<file path="src/rtl/msrv32_pc_gen_if.sv">
// Fetch-side bundle for msrv32_pc_gen: redirect input, imem handshake and decode buffer.
// The misaligned_out pulse exists only when MSRV32_MISALIGN_TRAP_EN is defined.
interface msrv32_pc_gen_if;
  logic        branch_taken_in;
  logic [31:0] iaddr_in;
  logic        imem_req_out;
  logic [31:0] imem_addr_out;
  logic        imem_gnt_in;
  logic        imem_rvalid_in;
  logic [31:0] imem_rdata_in;
  logic        instr_valid_out;
  logic        instr_ready_in;
  logic [31:0] instr_out;
  logic [31:0] pc_out;
`ifdef MSRV32_MISALIGN_TRAP_EN
  logic        misaligned_out;
`endif

  modport master (
    input  branch_taken_in, iaddr_in, imem_gnt_in, imem_rvalid_in, imem_rdata_in, instr_ready_in,
`ifdef MSRV32_MISALIGN_TRAP_EN
    output misaligned_out,
`endif
    output imem_req_out, imem_addr_out, instr_valid_out, instr_out, pc_out
  );

  modport slave (
    output branch_taken_in, iaddr_in, imem_gnt_in, imem_rvalid_in, imem_rdata_in, instr_ready_in,
`ifdef MSRV32_MISALIGN_TRAP_EN
    input  misaligned_out,
`endif
    input  imem_req_out, imem_addr_out, instr_valid_out, instr_out, pc_out
  );
endinterface

</file>
<file path="src/rtl/msrv32_pc_gen.sv">
// PC generator / fetch sequencer: one outstanding imem request, stale-response kill, one-entry decode buffer.
// Optional MSRV32_MISALIGN_TRAP_EN adds the misaligned-target pulse and the HOLD state.
module msrv32_pc_gen #(
  parameter logic [31:0] BOOT_ADDR = 32'h0000_0000,
  parameter logic [31:0] NOP_INSTR = 32'h0000_0013
) (
  input logic            clk_in,
  input logic            rst_n_in,
  msrv32_pc_gen_if.master bus
);

  typedef enum logic [1:0] {
    ST_BOOT,
    ST_REQ,
    ST_WAIT
`ifdef MSRV32_MISALIGN_TRAP_EN
    , ST_HOLD
`endif
  } state_t;

  state_t      state_reg;
  logic [31:0] fetch_pc_reg;
  logic [31:0] req_pc_reg;
  logic        kill_reg;
  logic        buf_valid_reg;
  logic [31:0] buf_instr_reg;
  logic [31:0] buf_pc_reg;
`ifdef MSRV32_MISALIGN_TRAP_EN
  logic        misaligned_reg;
`endif

  logic        redirect;
  logic [31:0] target;
  logic        buf_free;
  logic        req;
  logic        granted;
  logic        in_flight_next;
  logic        iaddr_unused;

  assign redirect = bus.branch_taken_in && (state_reg != ST_BOOT);
  assign target   = {bus.iaddr_in[31:1], 1'b0};
  assign iaddr_unused = bus.iaddr_in[0];

  // A request may only go out if its response will find the buffer free.
  assign buf_free = !buf_valid_reg || bus.instr_ready_in;
  assign req      = (state_reg == ST_REQ) && buf_free;
  assign granted  = req && bus.imem_gnt_in;

  // kill_reg is only ever set while a response is still owed (WAIT or HOLD).
  assign in_flight_next = granted ||
                          (((state_reg == ST_WAIT) || kill_reg) && !bus.imem_rvalid_in);

  assign bus.imem_req_out    = req;
  assign bus.imem_addr_out   = fetch_pc_reg;
  assign bus.instr_valid_out = buf_valid_reg;
  assign bus.instr_out       = buf_valid_reg ? buf_instr_reg : NOP_INSTR;
  assign bus.pc_out          = buf_pc_reg;
`ifdef MSRV32_MISALIGN_TRAP_EN
  assign bus.misaligned_out  = misaligned_reg;
`endif

  always_ff @(posedge clk_in) begin
    if (!rst_n_in) begin
      state_reg      <= ST_BOOT;
      fetch_pc_reg   <= BOOT_ADDR;
      req_pc_reg     <= BOOT_ADDR;
      kill_reg       <= 1'b0;
      buf_valid_reg  <= 1'b0;
      buf_instr_reg  <= NOP_INSTR;
      buf_pc_reg     <= BOOT_ADDR;
`ifdef MSRV32_MISALIGN_TRAP_EN
      misaligned_reg <= 1'b0;
`endif
    end else begin
`ifdef MSRV32_MISALIGN_TRAP_EN
      misaligned_reg <= 1'b0;
`endif
      if (buf_valid_reg && bus.instr_ready_in) begin
        buf_valid_reg <= 1'b0;
      end

      case (state_reg)
        ST_BOOT: state_reg <= ST_REQ;
        ST_REQ: begin
          if (granted) begin
            req_pc_reg   <= fetch_pc_reg;
            fetch_pc_reg <= fetch_pc_reg + 32'd4;
            state_reg    <= ST_WAIT;
          end
        end
        ST_WAIT: begin
          if (bus.imem_rvalid_in) begin
            if (!kill_reg) begin
              buf_valid_reg <= 1'b1;
              buf_instr_reg <= bus.imem_rdata_in;
              buf_pc_reg    <= req_pc_reg;
            end
            kill_reg  <= 1'b0;
            state_reg <= ST_REQ;
          end
        end
`ifdef MSRV32_MISALIGN_TRAP_EN
        ST_HOLD: begin
          if (bus.imem_rvalid_in) begin
            kill_reg <= 1'b0;
          end
        end
`endif
        default: state_reg <= ST_BOOT;
      endcase

      // Redirect wins over everything above, including a same-cycle grant or load.
      if (redirect) begin
        fetch_pc_reg  <= target;
        buf_valid_reg <= 1'b0;
        kill_reg      <= in_flight_next;
        state_reg     <= in_flight_next ? ST_WAIT : ST_REQ;
`ifdef MSRV32_MISALIGN_TRAP_EN
        if (bus.iaddr_in[1]) begin
          misaligned_reg <= 1'b1;
          state_reg      <= ST_HOLD;
        end
`endif
      end
    end
  end

endmodule

</file>
<file path="src/flat_wrapper.sv">
// flat-port wrapper written by rule: the top's interface ports become plain ports
module msrv32_pc_gen_flat 
#(
  parameter logic [31:0] BOOT_ADDR = 32'h0000_0000,
  parameter logic [31:0] NOP_INSTR = 32'h0000_0013
)
  (clk_in, rst_n_in, bus_branch_taken_in, bus_iaddr_in, bus_imem_gnt_in, bus_imem_rvalid_in, bus_imem_rdata_in, bus_instr_ready_in, bus_imem_req_out, bus_imem_addr_out, bus_instr_valid_out, bus_instr_out, bus_pc_out);
  msrv32_pc_gen_if bus_i ();
  input logic clk_in;
  input logic rst_n_in;
  input wire logic [$bits(bus_i.branch_taken_in)-1:0] bus_branch_taken_in;
  input wire logic [$bits(bus_i.iaddr_in)-1:0] bus_iaddr_in;
  input wire logic [$bits(bus_i.imem_gnt_in)-1:0] bus_imem_gnt_in;
  input wire logic [$bits(bus_i.imem_rvalid_in)-1:0] bus_imem_rvalid_in;
  input wire logic [$bits(bus_i.imem_rdata_in)-1:0] bus_imem_rdata_in;
  input wire logic [$bits(bus_i.instr_ready_in)-1:0] bus_instr_ready_in;
  output wire logic [$bits(bus_i.imem_req_out)-1:0] bus_imem_req_out;
  output wire logic [$bits(bus_i.imem_addr_out)-1:0] bus_imem_addr_out;
  output wire logic [$bits(bus_i.instr_valid_out)-1:0] bus_instr_valid_out;
  output wire logic [$bits(bus_i.instr_out)-1:0] bus_instr_out;
  output wire logic [$bits(bus_i.pc_out)-1:0] bus_pc_out;
  assign bus_i.branch_taken_in = bus_branch_taken_in;
  assign bus_i.iaddr_in = bus_iaddr_in;
  assign bus_i.imem_gnt_in = bus_imem_gnt_in;
  assign bus_i.imem_rvalid_in = bus_imem_rvalid_in;
  assign bus_i.imem_rdata_in = bus_imem_rdata_in;
  assign bus_i.instr_ready_in = bus_instr_ready_in;
  assign bus_imem_req_out = bus_i.imem_req_out;
  assign bus_imem_addr_out = bus_i.imem_addr_out;
  assign bus_instr_valid_out = bus_i.instr_valid_out;
  assign bus_instr_out = bus_i.instr_out;
  assign bus_pc_out = bus_i.pc_out;
  msrv32_pc_gen #(.BOOT_ADDR(BOOT_ADDR), .NOP_INSTR(NOP_INSTR)) u_core (.clk_in(clk_in), .rst_n_in(rst_n_in), .bus(bus_i));
endmodule
</file>
<file path="config.mk">
export PLATFORM = sky130hd
export DESIGN_NAME = msrv32_pc_gen_flat
export DESIGN_NICKNAME = d
export VERILOG_FILES = /design/src/rtl/msrv32_pc_gen_if.sv /design/src/rtl/msrv32_pc_gen.sv /design/src/flat_wrapper.sv
export SDC_FILE = /design/constraint.sdc
export NUM_CORES = 1
export LEC_CHECK = 0
export ABC_CLOCK_PERIOD_IN_PS = 2200
export CAP_MARGIN = 5
export CORE_AREA = 2 2 91 158
export DETAILED_ROUTE_END_ITERATION = 10
export DIE_AREA = 0 0 93 160
export PLACE_DENSITY = 0.8
export SLEW_MARGIN = 20
export SYNTH_ARGS = -nofsm -noshare
export SYNTH_HDL_FRONTEND = slang
export SYNTH_SLANG_ARGS = --single-unit
</file>
<file path="constraint.sdc">
create_clock -name clk_in -period 2.2 [get_ports clk_in]
set_clock_uncertainty 0.15 [all_clocks]
set_input_delay 0.22 -clock clk_in [delete_from_list [all_inputs] [get_ports clk_in]]
set_output_delay 0.22 -clock clk_in [all_outputs]
set_load 0.02 [all_outputs]
</file>
== Yosys cells after proc, flatten, opt, wreduce, memory -nomap -nowiden ==
Index checks and enable logic that the tools add are counted.

* Add/sub/neg operators: 1
* Multiply operators: 0
* Div/mod/pow operators: 0
* Magnitude comparators: 0
* Eq/ne operators: 4
* Shifts and indexed selects: 0
* Multiplexer cells: 16
* Bitwise gates (word level): 2
* Reductions and logical operators: 22

{| class="wikitable"
|+ Operators with widths
! cell !! number
|-
| $mux W32 || 4
|-
| $add A32 B3 Y32 const B || 1
|-
| $reduce_bool A2 Y1 || 5
|-
| $mux W2 || 4
|-
| $reduce_and A2 Y1 || 4
|-
| $mux W1 || 7
|-
| $pmux W2 S3 || 1
|-
| $logic_and A1 B1 Y1 || 5
|-
| $logic_or A1 B1 Y1 || 3
|-
| $ne A3 B1 Y1 const B || 1
|-
| $ne A3 B2 Y1 const B || 1
|-
| $reduce_and A3 Y1 || 1
|-
| $eq A2 B1 Y1 const B || 1
|-
| $eq A2 B2 Y1 const B || 1
|-
| $logic_not A1 Y1 || 2
|-
| $logic_not A2 Y1 || 1
|-
| $not A1 Y1 || 2
|-
| $reduce_or A2 Y1 || 1
|}

* Flip-flop bits (word level): 132
* Latch bits: 0
* Bits in writable memories: 0
* Bits in read-only memories: 0
* Logic and storage cells: 53
* Memories kept: 0

== Depth between registers and ports, before layout ==
* Depth in word-level cells: 7
* Gate-level depth with buffers: 7
* Gate-level depth less buffers: 6

== Worst setup path before layout ==
OpenSTA, ideal clock, no wires.

* Path kind: register -> register
* Start: register u_core.fetch_pc_reg[10] (netlist: u_core.bus.imem_addr_out[10])
* End: register u_core.fetch_pc_reg[24] (netlist: u_core.bus.imem_addr_out[24])
* Library setup time: 74 ps
* Arrival time: 1857 ps
* Required time: 1976 ps
* Slack: 119 ps
* Cell stages (with the launch flop): 8
* Path buffers: 2
* Cell sequence: dfxtp_1 -> and4_1 -> buf_4 -> and3_1 -> buf_6 -> nand4_4 -> or4_1 -> a31oi_1

* Cells in the longest elaborated chain, start to end: 4

{| class="wikitable"
|+ Ends and longest elaborated chain
! element !! RTL line !! RTL
|-
| start, declared || msrv32_pc_gen.sv:22 || <nowiki>logic [31:0] fetch_pc_reg;</nowiki>
|-
| start signal, assigned || msrv32_pc_gen.sv:87 || <nowiki>fetch_pc_reg <= fetch_pc_reg + 32'd4;</nowiki>
|-
| start signal, assigned || msrv32_pc_gen.sv:114 || <nowiki>fetch_pc_reg <= target;</nowiki>
|-
| $add A32 B3 Y32 || msrv32_pc_gen.sv:87 ||
|-
| $mux W32 || msrv32_pc_gen.sv:85 || <nowiki>if (granted) begin</nowiki>
|-
| $mux W32 || msrv32_pc_gen.sv:82 || <nowiki>case (state_reg)</nowiki>
|-
| $mux W32 || msrv32_pc_gen.sv:113 || <nowiki>if (redirect) begin</nowiki>
|}

No other way between the ends. The select of a mux whose other input is x is not followed.
A chain may end at the register's enable or synchronous reset.

== Worst setup path after layout ==
* Start: register u_core.buf_valid_reg (netlist: u_core.bus.instr_valid_out)
* End: output bus_instr_out[17]

* Cells in the longest elaborated chain, start to end: 1

{| class="wikitable"
|+ Ends and longest elaborated chain
! element !! RTL line !! RTL
|-
| start, declared || msrv32_pc_gen.sv:25 || <nowiki>logic buf_valid_reg;</nowiki>
|-
| start signal, assigned || msrv32_pc_gen.sv:68 || <nowiki>buf_valid_reg <= 1'b0;</nowiki>
|-
| start signal, assigned || msrv32_pc_gen.sv:79 || <nowiki>buf_valid_reg <= 1'b0;</nowiki>
|-
| start signal, assigned || msrv32_pc_gen.sv:94 || <nowiki>buf_valid_reg <= 1'b1;</nowiki>
|-
| $mux W32 || msrv32_pc_gen.sv:56 || <nowiki>assign bus.instr_out = buf_valid_reg ? buf_instr_reg : NOP_INSTR;</nowiki>
|-
| end, declared || flat_wrapper.sv:20 || <nowiki>output wire logic [$bits(bus_i.instr_out)-1:0] bus_instr_out;</nowiki>
|}

No other way between the ends.

==> impl_metrics.csv <==
group,metric,value,unit
yosys,yosysWarnings,0,
floorplan,num_rows,57,
placement,preCtsSetupSlack,0.0128,ns
sta,slew_headroom,57.5,%
final_layout,layoutNonFillerInstCount,1045,
worst_setup_path,cp.required,1.83,ns
worst_setup_path,r2r-start,"u_core.bus.imem_addr_out[13]",
placement,io_buffers,164,
pwr,p_per_area,757,mW/mm²
global_route,antenna_found_initial,0,
worst_hold_path,hp-class,"input port to flip-flop",
yosys,synthDistinctLibCells,39,
detailed_routing,dr.pass1.iters,4,
final_layout,largest_reg_flops,32,
yosys,synthFlopType,"dfxtp_1",
worst_setup_path,end_kind,"output pin",
final_layout,final_common_cell,"nand2_1",
yosys,synth_top_area_share,48.5,%
sta,timing.hold.ws,0.207,ns
worst_setup_path,cp-endpoint,"bus_instr_out[17]",
final_layout,drive_above_1_share,8.87,%
clock_network,cts_tree,"done",
detailed_routing,vias_per_cell,5.05,
global_route,use_met3,4.25,%
global_route,grt_util_met2,37.9,%
detailed_routing,vias,5280,
sta,layout_setup_ws,0.113,ns
final_layout,final_nets,927,
sta,setup_viol,0,
yosys,ys_seq_area_share,48.5,%
floorplan,ios,168,
yosys,syn_area_per_cell,7.81,µm²
global_route,overflow,0,
global_route,grt-busiest-layer,"met2",
clock_network,root_buffer,"clkbuf_16",
yosys,synthArstFlopShare,0,%
worst_setup_path,path_cells,"buf_12 -> and2_1 -> clkdlybuf4s50_1",
placement,placed_cells_incl_taps,1013,
worst_setup_path,cp.buffers_inverters,2,
sta,drv_slew,0,
final_layout,post-route-util,58.7,%
clock_network,clockBufferDepth,2,
yosys,synth.cell_area,0.00533,mm²
yosys,synth-edff-count,0,
detailed_routing,routed_wl,15900,µm
clock_network,clk_latency,0.41,ns
worst_setup_path,cpMaxStageDelayCell,"clkdlybuf4s50_1",
final_layout,syn_to_final_growth,50.9,%
pwr,ir_worst_vdd,0.000490,V
worst_setup_path,r2r_end,"u_core.bus.imem_addr_out[24]",
yosys,netlist_top_cells_area,"dfxtp_1, nand2_1, a21oi_1, and2_1, clkbuf_1",
worst_setup_path,ff2ff_path_depth,5,
sta,period_share,94.9,%
sta,fmax,479,MHz
worst_setup_path,critical_path.top_delay_family,"buffers and inverters",
worst_setup_path,cp-start-kind,"flip-flop",
worst_setup_path,cp.depth,3,
floorplan,core,0.0137,mm²
sta,tightest_slew,0.636,ns
floorplan,die_area,0.0149,mm²
worst_setup_path,r2r_setup_slack,0.16,ns
yosys,ys_seq_elements,129,
clock_network,path_clk_slew,0.06,ns
clock_network,ctsHtreeMaxLevel,4,
placement,place_congestion,0.917,
final_layout,final_cell_mix,"nand2_1, clkdlybuf4s50_1, dfxtp_1, a21oi_1, buf_4",
detailed_routing,ant_nets,0,
pwr,p_total,6.08,mW
pwr,p_leak,3.26,nW
run,cap_violations,0,
global_route,track_usage,21.4,%
floorplan,start_util,38.9,%
global_route,grt_util_met1,23.4,%
global_route,grt_pass1_vias,5006,
sta,rsz0062_at_grt,"false",
worst_setup_path,startpoint,"u_core.bus.instr_valid_out",
placement,placed_area,0.00736,mm²
worst_setup_path,critPathMaxFanout,33,
sta,period_minus_slack,2.09,ns
yosys,synth_cells,682,
yosys,yosysTopAreaCell,"dfxtp_1",
global_route,grt_pass1_wl,25100,µm
final_layout,final_cell_area,0.00804,mm²
detailed_routing,drc,0,
placement,place_hpwl,10900,µm
clock_network,numCtsBuffers,17,
sta,finalHoldViolCount,0,
worst_setup_path,crit_arrival,1.72,ns
detailed_routing,drtIter0Drc,269,
final_layout,antenna_cells,0,
global_route,grt_max_degree,107,
worst_setup_path,crit_type,"flip-flop to output pin",
floorplan,die_h,160,µm
status,outcome,"finished clean",
detailed_routing,post_drt_wl_per_cell,15.2,µm
floorplan,die_x,93,µm
clock_network,cts_num_sinks,129,
sta,setup_tns,0,ns
worst_setup_path,cpPeakStageDelay,0.59,ns
==> routing by layer <==
layer | vias up | share of wire [%]
met3 | 43 | 4.8
met4 | 0 | 4.4
met2 | 195 | 53
met1 | 2409 | 38
li1 | 2633 | -
met5 | - | 0
==> cell usage after synthesis (2+ instances only) <==
cell type,instances
clkbuf_1,44
nor2b_1,4
or4_1,2
nor3_1,4
a31oi_1,5
and4_1,7
and2_1,31
buf_4,4
nand4_1,8
nor2_1,19
nand2_1,204
and3_1,8
xor2_1,15
nand3_1,17
or3_1,5
xnor2_1,6
nand2b_1,5
dfxtp_1,129
o21ai_0,28
a311oi_1,2
a211oi_1,12
a21oi_1,106
==> final cells by class <==
cell class                 count  area (µm²)
fill                        1216        5660
clock inverter                11         130
tap                          177         221
clock buffer                  20         467
timing repair buffer         204        2080
inverter                       2        8.76
sequential                   129        2580
multi-input combinational    502        2550
==> cells by family (layout without fill, tap and decap cells) <==
kind of cell               after synthesis  count (layout)  share of synthesized area, %
AOI/OAI and AO/OA                      159             159                          16.0
xor gates and xnor gates                21              21                          3.45
adders and majority gates                1               1                         0.235
buffers and inverters                   52             237                          4.11
DFF                                    129             129                          48.5
muxes                                    1               1                         0.188
other                                    1               2                        0.0704
and+or+nand+nor                        318             318                          27.4
==> tightest hold or removal path, stage by stage <==
cell and delay (ns):
clkdlybuf4s50_1 0.39, nand2_1 0.05, a21oi_1 0.05
==> repair_timing <==
action | CTS | global route
pin swaps | 0 | 1
endpoints found under the setup margin | 30 | 32
hold buffers | 0 | 0
setup buffers | 0 | 1
resized for setup | 2 | 28
endpoints found under the hold margin | 0 | 0
==> report_power, final <==
part	internal (mW)	total, mW	switching, mW
registers	2.43	2.50	0.0716
clock network	1.76	2.80	1.04
logic	0.371	0.780	0.410
==> worst min path at each step <==
stage	from	to	slack, ns	cells after the start
final	bus_imem_rdata_in[29]	u_core.buf_instr_reg[29]	0.21	3
after global routing	bus_imem_rdata_in[29]	u_core.buf_instr_reg[29]	0.20	3
after CTS	bus_imem_rdata_in[26]	u_core.buf_instr_reg[26]	0.19	3
after detailed placement	u_core.buf_instr_reg[7]	u_core.buf_instr_reg[7]	0.29	2
after global placement	u_core.buf_instr_reg[10]	u_core.buf_instr_reg[10]	0.29	2
after floorplan	bus_branch_taken_in	u_core.state_reg[1]	0.19	1
(Power assumes the default switching activity.)
